### src/rtl/ml_accel_pkg.sv
// Shared accelerator constants and lane typedefs used by the serial/parallel
// mux and demux blocks.
package ml_accel_pkg;

    localparam int unsigned DEMUX_WIDTH = 16;
    localparam int unsigned DEMUX_SEL_W = 4;

    typedef logic [DEMUX_SEL_W-1:0] lane_sel_t;
    typedef logic [DEMUX_SEL_W:0]   lane_cnt_t;

endpackage : ml_accel_pkg

### src/rtl/decoder_4to16.sv
// One-hot lane enable: asserts bit i_sel of o_onehot when i_en is high.
module decoder_4to16
    import ml_accel_pkg::*;
(
    input  lane_sel_t                    i_sel,
    input  logic                         i_en,
    output logic [DEMUX_WIDTH-1:0]       o_onehot
);

    always_comb begin
        o_onehot = '0;
        if (i_en) begin
            o_onehot[i_sel] = 1'b1;
        end
    end

endmodule : decoder_4to16

### src/rtl/demux_x16_deserializer.sv
// 1-to-16 serial-to-parallel demux: a lane counter steers each accepted bit
// into an accumulator; full or flushed words go out through a one-entry slot.
module demux_x16_deserializer
    import ml_accel_pkg::*;
#(
    parameter int unsigned WIDTH = DEMUX_WIDTH,
    parameter int unsigned SEL_W = DEMUX_SEL_W
)(
    input  logic               clk,
    input  logic               rst_n,
    input  logic               in_bit,
    input  logic               in_valid,
    output logic               in_ready,
    input  logic               flush,
    output logic [SEL_W-1:0]   sel,
    output logic [WIDTH-1:0]   out_word,
    output logic [SEL_W:0]     out_count,
    output logic               out_valid,
    input  logic               out_ready
);

    localparam int unsigned     CNT_W    = SEL_W + 1;
    localparam logic [SEL_W-1:0] LAST_SEL = SEL_W'(WIDTH - 1);

    logic [WIDTH-1:0] r_acc;
    logic [SEL_W-1:0] r_sel;
    logic [WIDTH-1:0] r_out_word;
    logic [CNT_W-1:0] r_out_count;
    logic             r_out_valid;

    logic [WIDTH-1:0] w_acc_nxt;
    logic [SEL_W-1:0] w_sel_nxt;
    logic [WIDTH-1:0] w_out_word_nxt;
    logic [CNT_W-1:0] w_out_count_nxt;
    logic             w_out_valid_nxt;

    logic             w_slot_free;
    logic             w_at_last;
    logic             w_flush_pending;
    logic             w_in_ready;
    logic             w_accept;
    logic             w_emit;
    logic [WIDTH-1:0] w_lane_en;
    logic [WIDTH-1:0] w_acc_wr;
    logic [CNT_W-1:0] w_emit_count;

    // Handshake / stall decode from registered state and out_ready
    always_comb begin
        w_slot_free     = !r_out_valid || out_ready;
        w_at_last       = (r_sel == LAST_SEL);
        w_flush_pending = flush && (r_sel != '0);
        w_in_ready      = !((w_at_last || w_flush_pending) && !w_slot_free);
        w_accept        = in_valid && w_in_ready;
        // A flush only fires when there is something to emit and room for it
        w_emit          = (w_accept && w_at_last)
                        || (flush && w_slot_free && (w_flush_pending || w_accept));
        w_emit_count    = CNT_W'(r_sel) + CNT_W'(w_accept);
    end

    decoder_4to16 u_lane_dec (
        .i_sel    (r_sel),
        .i_en     (w_accept),
        .o_onehot (w_lane_en)
    );

    assign w_acc_wr = (r_acc & ~w_lane_en) | (w_lane_en & {WIDTH{in_bit}});

    // Next-state for accumulator, lane counter and output slot
    always_comb begin
        w_acc_nxt       = r_acc;
        w_sel_nxt       = r_sel;
        w_out_word_nxt  = r_out_word;
        w_out_count_nxt = r_out_count;
        w_out_valid_nxt = r_out_valid;

        if (w_emit) begin
            w_out_word_nxt  = w_acc_wr;
            w_out_count_nxt = w_emit_count;
            w_out_valid_nxt = 1'b1;
            w_acc_nxt       = '0;
            w_sel_nxt       = '0;
        end else begin
            if (w_accept) begin
                w_acc_nxt = w_acc_wr;
                w_sel_nxt = r_sel + SEL_W'(1);
            end
            if (r_out_valid && out_ready) begin
                w_out_valid_nxt = 1'b0;
            end
        end
    end

    always_ff @(posedge clk or negedge rst_n) begin
        if (!rst_n) begin
            r_acc       <= '0;
            r_sel       <= '0;
            r_out_word  <= '0;
            r_out_count <= '0;
            r_out_valid <= 1'b0;
        end else begin
            r_acc       <= w_acc_nxt;
            r_sel       <= w_sel_nxt;
            r_out_word  <= w_out_word_nxt;
            r_out_count <= w_out_count_nxt;
            r_out_valid <= w_out_valid_nxt;
        end
    end

    assign in_ready  = w_in_ready;
    assign sel       = r_sel;
    assign out_word  = r_out_word;
    assign out_count = r_out_count;
    assign out_valid = r_out_valid;

endmodule : demux_x16_deserializer

### config.mk
export PLATFORM = sky130hd
export DESIGN_NAME = demux_x16_deserializer
export DESIGN_NICKNAME = d
export VERILOG_FILES = /design/src/rtl/ml_accel_pkg.sv /design/src/rtl/decoder_4to16.sv /design/src/rtl/demux_x16_deserializer.sv
export SDC_FILE = /design/constraint.sdc
export NUM_CORES = 1
export LEC_CHECK = 0
export ABC_AREA = 1
export CAP_MARGIN = 20
export CORE_MARGIN = 2
export CORE_UTILIZATION = 48
export CTS_CLUSTER_SIZE = 25
export DETAILED_ROUTE_END_ITERATION = 8
export PLACE_DENSITY = 0.77
export SYNTH_ARGS = -nofsm -noshare
export SYNTH_HDL_FRONTEND = slang
export SYNTH_SLANG_ARGS = --single-unit
### constraint.sdc
create_clock -name clk -period 1.98 [get_ports clk]
set_clock_uncertainty 0.2 [all_clocks]
set_input_delay 0.396 -clock clk [delete_from_list [all_inputs] [get_ports clk]]
set_output_delay 0.396 -clock clk [all_outputs]
set_load 0.005 [all_outputs]
==> results of run 1 <==
## per-stage QoR
step / worst slack, ps / power [W] / utilization / cell area (µm²)
final: -68.27 / 0.003610 / 0.7469 / 3274
after floorplan: 7.253 / 0.001859 / - / 2233
after global routing: -121.1 / 0.003795 / 0.7469 / 3274
after global placement: -206.7 / 0.002442 / 0.6299 / 2761
after detailed placement: -227.8 / 0.002489 / 0.6299 / 2761
after CTS: 3.946 / 0.003115 / 0.6592 / 2890
## power by group through the flow
stage               clock [W]  combinational, W  sequential (W)
floorplan                   0          0.000718         0.00114
global placement            0           0.00133         0.00112
detailed placement          0           0.00136         0.00112
CTS                  0.000567           0.00144         0.00111
global route         0.000595           0.00207         0.00113
finish               0.000564           0.00193         0.00112
## cell usage after synthesis (all sizes together)
| cell type | instances | area [µm²] |
|---|---|---|
| nand3 | 23 | 127.6 |
| xor2 | 3 | 26.28 |
| dfrtp | 42 | 1051 |
| o21ai | 3 | 15.01 |
| nand4 | 17 | 106.4 |
| clkbuf | 3 | 11.26 |
| ha | 6 | 75.07 |
| buf | 12 | 78.83 |
| inv | 17 | 63.81 |
| nand2 | 112 | 457.9 |
| nor2 | 22 | 90.09 |
| and2 | 16 | 100.1 |
## cell type report
type | instances | area, µm²
clock buffers | 6 | 72.57
inverters | 17 | 66.31
well taps | 52 | 65.06
clock inverters | 2 | 13.76
repair buffers | 72 | 834.6
multi-input cells | 202 | 1169
fillers | 297 | 1110
flip-flops and latches | 42 | 1054
## how the worst max path moves through the flow
stage                       start                       end  slack (ps)  cells past startpoint
6_report       sel[0]$_DFFE_PN0P_   out_word[7]$_DFFE_PN0P_         -70                     13
5_1_grt        sel[1]$_DFFE_PN0P_   out_word[7]$_DFFE_PN0P_        -120                     13
2_1_floorplan  sel[0]$_DFFE_PN0P_  out_count[2]$_DFFE_PN0P_           7                     11
3_3_place_gp                flush                  in_ready        -210                      5
4_1_cts        sel[1]$_DFFE_PN0P_                  in_ready           4                      7
3_5_place_dp            out_ready                  in_ready        -230                      4
## state kept, by name, indices dropped and copies added, names as in the netlist
signal	count
out_count	5
out_valid	1
out_word	16
r_acc	16
sel	4
## layer usage
| metal | part of all wire | track usage | routed length [µm] |
|---|---|---|---|
| met5 | 0 | 0 | 0 |
| met4 | 0.028 | 0.09224 | 180 |
| met2 | 0.49 | 0.3539 | 3160 |
| met3 | 0.062 | 0.03797 | 400 |
| met1 | 0.42 | 0.2789 | 2723 |
## worst max-delay path: stages, from the launching register on
cell and delay [ps]:
dfrtp_2 440, inv_2 90, ha_4 150, nand2_4 60
nand2_4 70, nand2_4 50, nand2_4 90, buf_6 140
nand3_4 70, nand2_4 100, nand2_8 110, clkbuf_16 180
nand2_1 80, nand2_1 80
## logic make-up (layout without fill, tap and decap cells)
kind of cell / Yosys count / count (layout) / share of synthesized area
fa+ha+maj: 6 / 6 / 0.03407
xor+xnor: 3 / 3 / 0.01193
flops: 42 / 42 / 0.4770
compound gates: 3 / 3 / 0.006812
buf+inv: 32 / 97 / 0.06985
simple gates: 190 / 190 / 0.4003
## what timing repair did
| item | 4_1_cts | 5_1_grt |
|---|---|---|
| gates cloned | 0 | 9 |
| endpoints found under the setup margin | 16 | 41 |
| pin swaps | 1 | 14 |
| hold buffers | 1 | 0 |
| setup buffers | 1 | 4 |
| gates resized for setup | 9 | 42 |
| endpoints found under the hold margin | 42 | 0 |
==> summary.txt, run 1 <==
Clock tree
  • CTS Buffer Depth: 2
  • Clock sink count: between 40 and 50
  • Htree depth: 2
  • Total CTS buffers: 5
  • Root cell of the clock tree: clkbuf_8
  • Clock transition at the registers of the reported paths: 90 ps
  • Clock latency on the worst-skew pair: between 300 and 400 ps
  • TritonCTS clock tree: done

Yosys
  • Post-synthesis sequential area ratio: 0.4770
  • Synthesized flop and latch total: 42
  • Post-Syn Area per Cell: about 8 µm²
  • Unique masters post-synth: 20
  • Mapped Nets: 288
  • Post-Synthesis Cells: roughly 280
  • Synth Cell Area: between 0.002 and 0.0025 mm²
  • Synth warn: 0

Critical path
  • Worst Path Required: 1970 ps
  • Reg-to-reg critical path endpoint: out_word[7]$_DFFE_PN0P_
  • CP startpoint kind: flop
  • FF-to-FF setup slack: -70 ps
  • Worst reg-to-reg path cell count: 13
  • Crit end category: flop
  • Arr. time, crit path: between 2000 and 2500 ps
  • Worst setup path class: reg -> reg
  • Worst Path Max Fanout: 7
  • RR Startpoint: sel[0]$_DFFE_PN0P_

Routing
  • DRC viols: 0
  • Wire per inst: ~16 µm
  • Vias: about 2.1k
  • Vias per inst: about 5.4
  • Drt initial violations: 163
  • Antenna Violating Nets Remaining: 0
  • Drt first pass iters: 6
  • WL final: about 6500 µm

Final layout
  • Non-filler cells in the finished layout: slightly below 400
  • Most frequent cells in the layout: nand2_1, dfrtp_1, clkdlybuf4s50_1
  • Area growth, synth to finish: 48.61%
  • Layout cells sized above 1: 0.2757
  • Nets: around 350
  • # diodes: 0
  • Most common cell after layout, fill and taps aside: nand2_1

Power
  • Gate power share: 0.535
  • Switching share of power: 0.3819
  • Sequential share of power: 0.309
  • Internal power: between 0.002 and 0.0025 W
  • Leakage power figure: 1.691 nW
  • Power per cell area: around 1100 mW/mm²
  • Worst VDD drop: 579.3 µV
  • Clock power frac: 0.156
  • P_sw: approximately 0.0014 W

STA
  • Worst-Margin Slew: about 300 ps
  • RSZ-0062 raised after global routing: true
  • Slew Viols, Final: 0
  • Period utilization: 1.034
  • Crit path time final: approximately 2000 ps
  • Post-route setup slack: -68.27 ps
  • Final Hold Fails: 0
  • Worst hold slack: between 200 and 300 ps
  • Max Freq: between 400 and 500 MHz
  • Final setup viols: 10
  • Max_slew headroom: 0.7988
  • Setup_tns: -150.1 ps

Status
  • Status: finished, violations left
  • Failing checks: negative setup slack

Placed design
  • Post-DP HPWL: between 3000 and 4000 µm
  • # placed instances: 370
  • Placer Congestion: 0.8997
  • IO Port Bufs: 32

GRT
  • Largest net degree at the start of global routing: 43
  • GR Overflow Total: 0
  • Vias in the first global route: about 2.0k
  • Total Routing Usage GR: 0.2147
  • Global-route wire length before repair: just under 9000 µm
  • Initial antenna violation count: 0

Min path
  • WHS Endpoint: out_count[1]$_DFFE_PN0P_
  • Startpoint of the worst hold path: out_count[1]$_DFFE_PN0P_
  • Worst hold-check path type: reg -> reg
  • Min-Delay Path Depth: 2

Floorplan
  • Chip width: between 70 and 80 µm
  • Initial Utilization: 0.5026
  • Row count: 24
  • Core area: approximately 0.0044 mm²
  • Ports: 33
  • Die area: 0.005148 mm²
  • Die height: approximately 72 µm

Run
  • Max-cap viol count: 0
No activity file was read; power rests on OpenSTA's default activity.
==> run 2: changes to the inputs <==
--- a/config.mk
+++ b/config.mk
@@ -9,6 +9,7 @@
 export CAP_MARGIN = 20
 export CORE_MARGIN = 2
 export CORE_UTILIZATION = 48
+export CTS_CLUSTER_DIAMETER = 80
 export CTS_CLUSTER_SIZE = 25
 export DETAILED_ROUTE_END_ITERATION = 8
 export PLACE_DENSITY = 0.77
==> results of run 2 <==
Same layout as run 1: the final DEF is identical, and so are final timing and power.
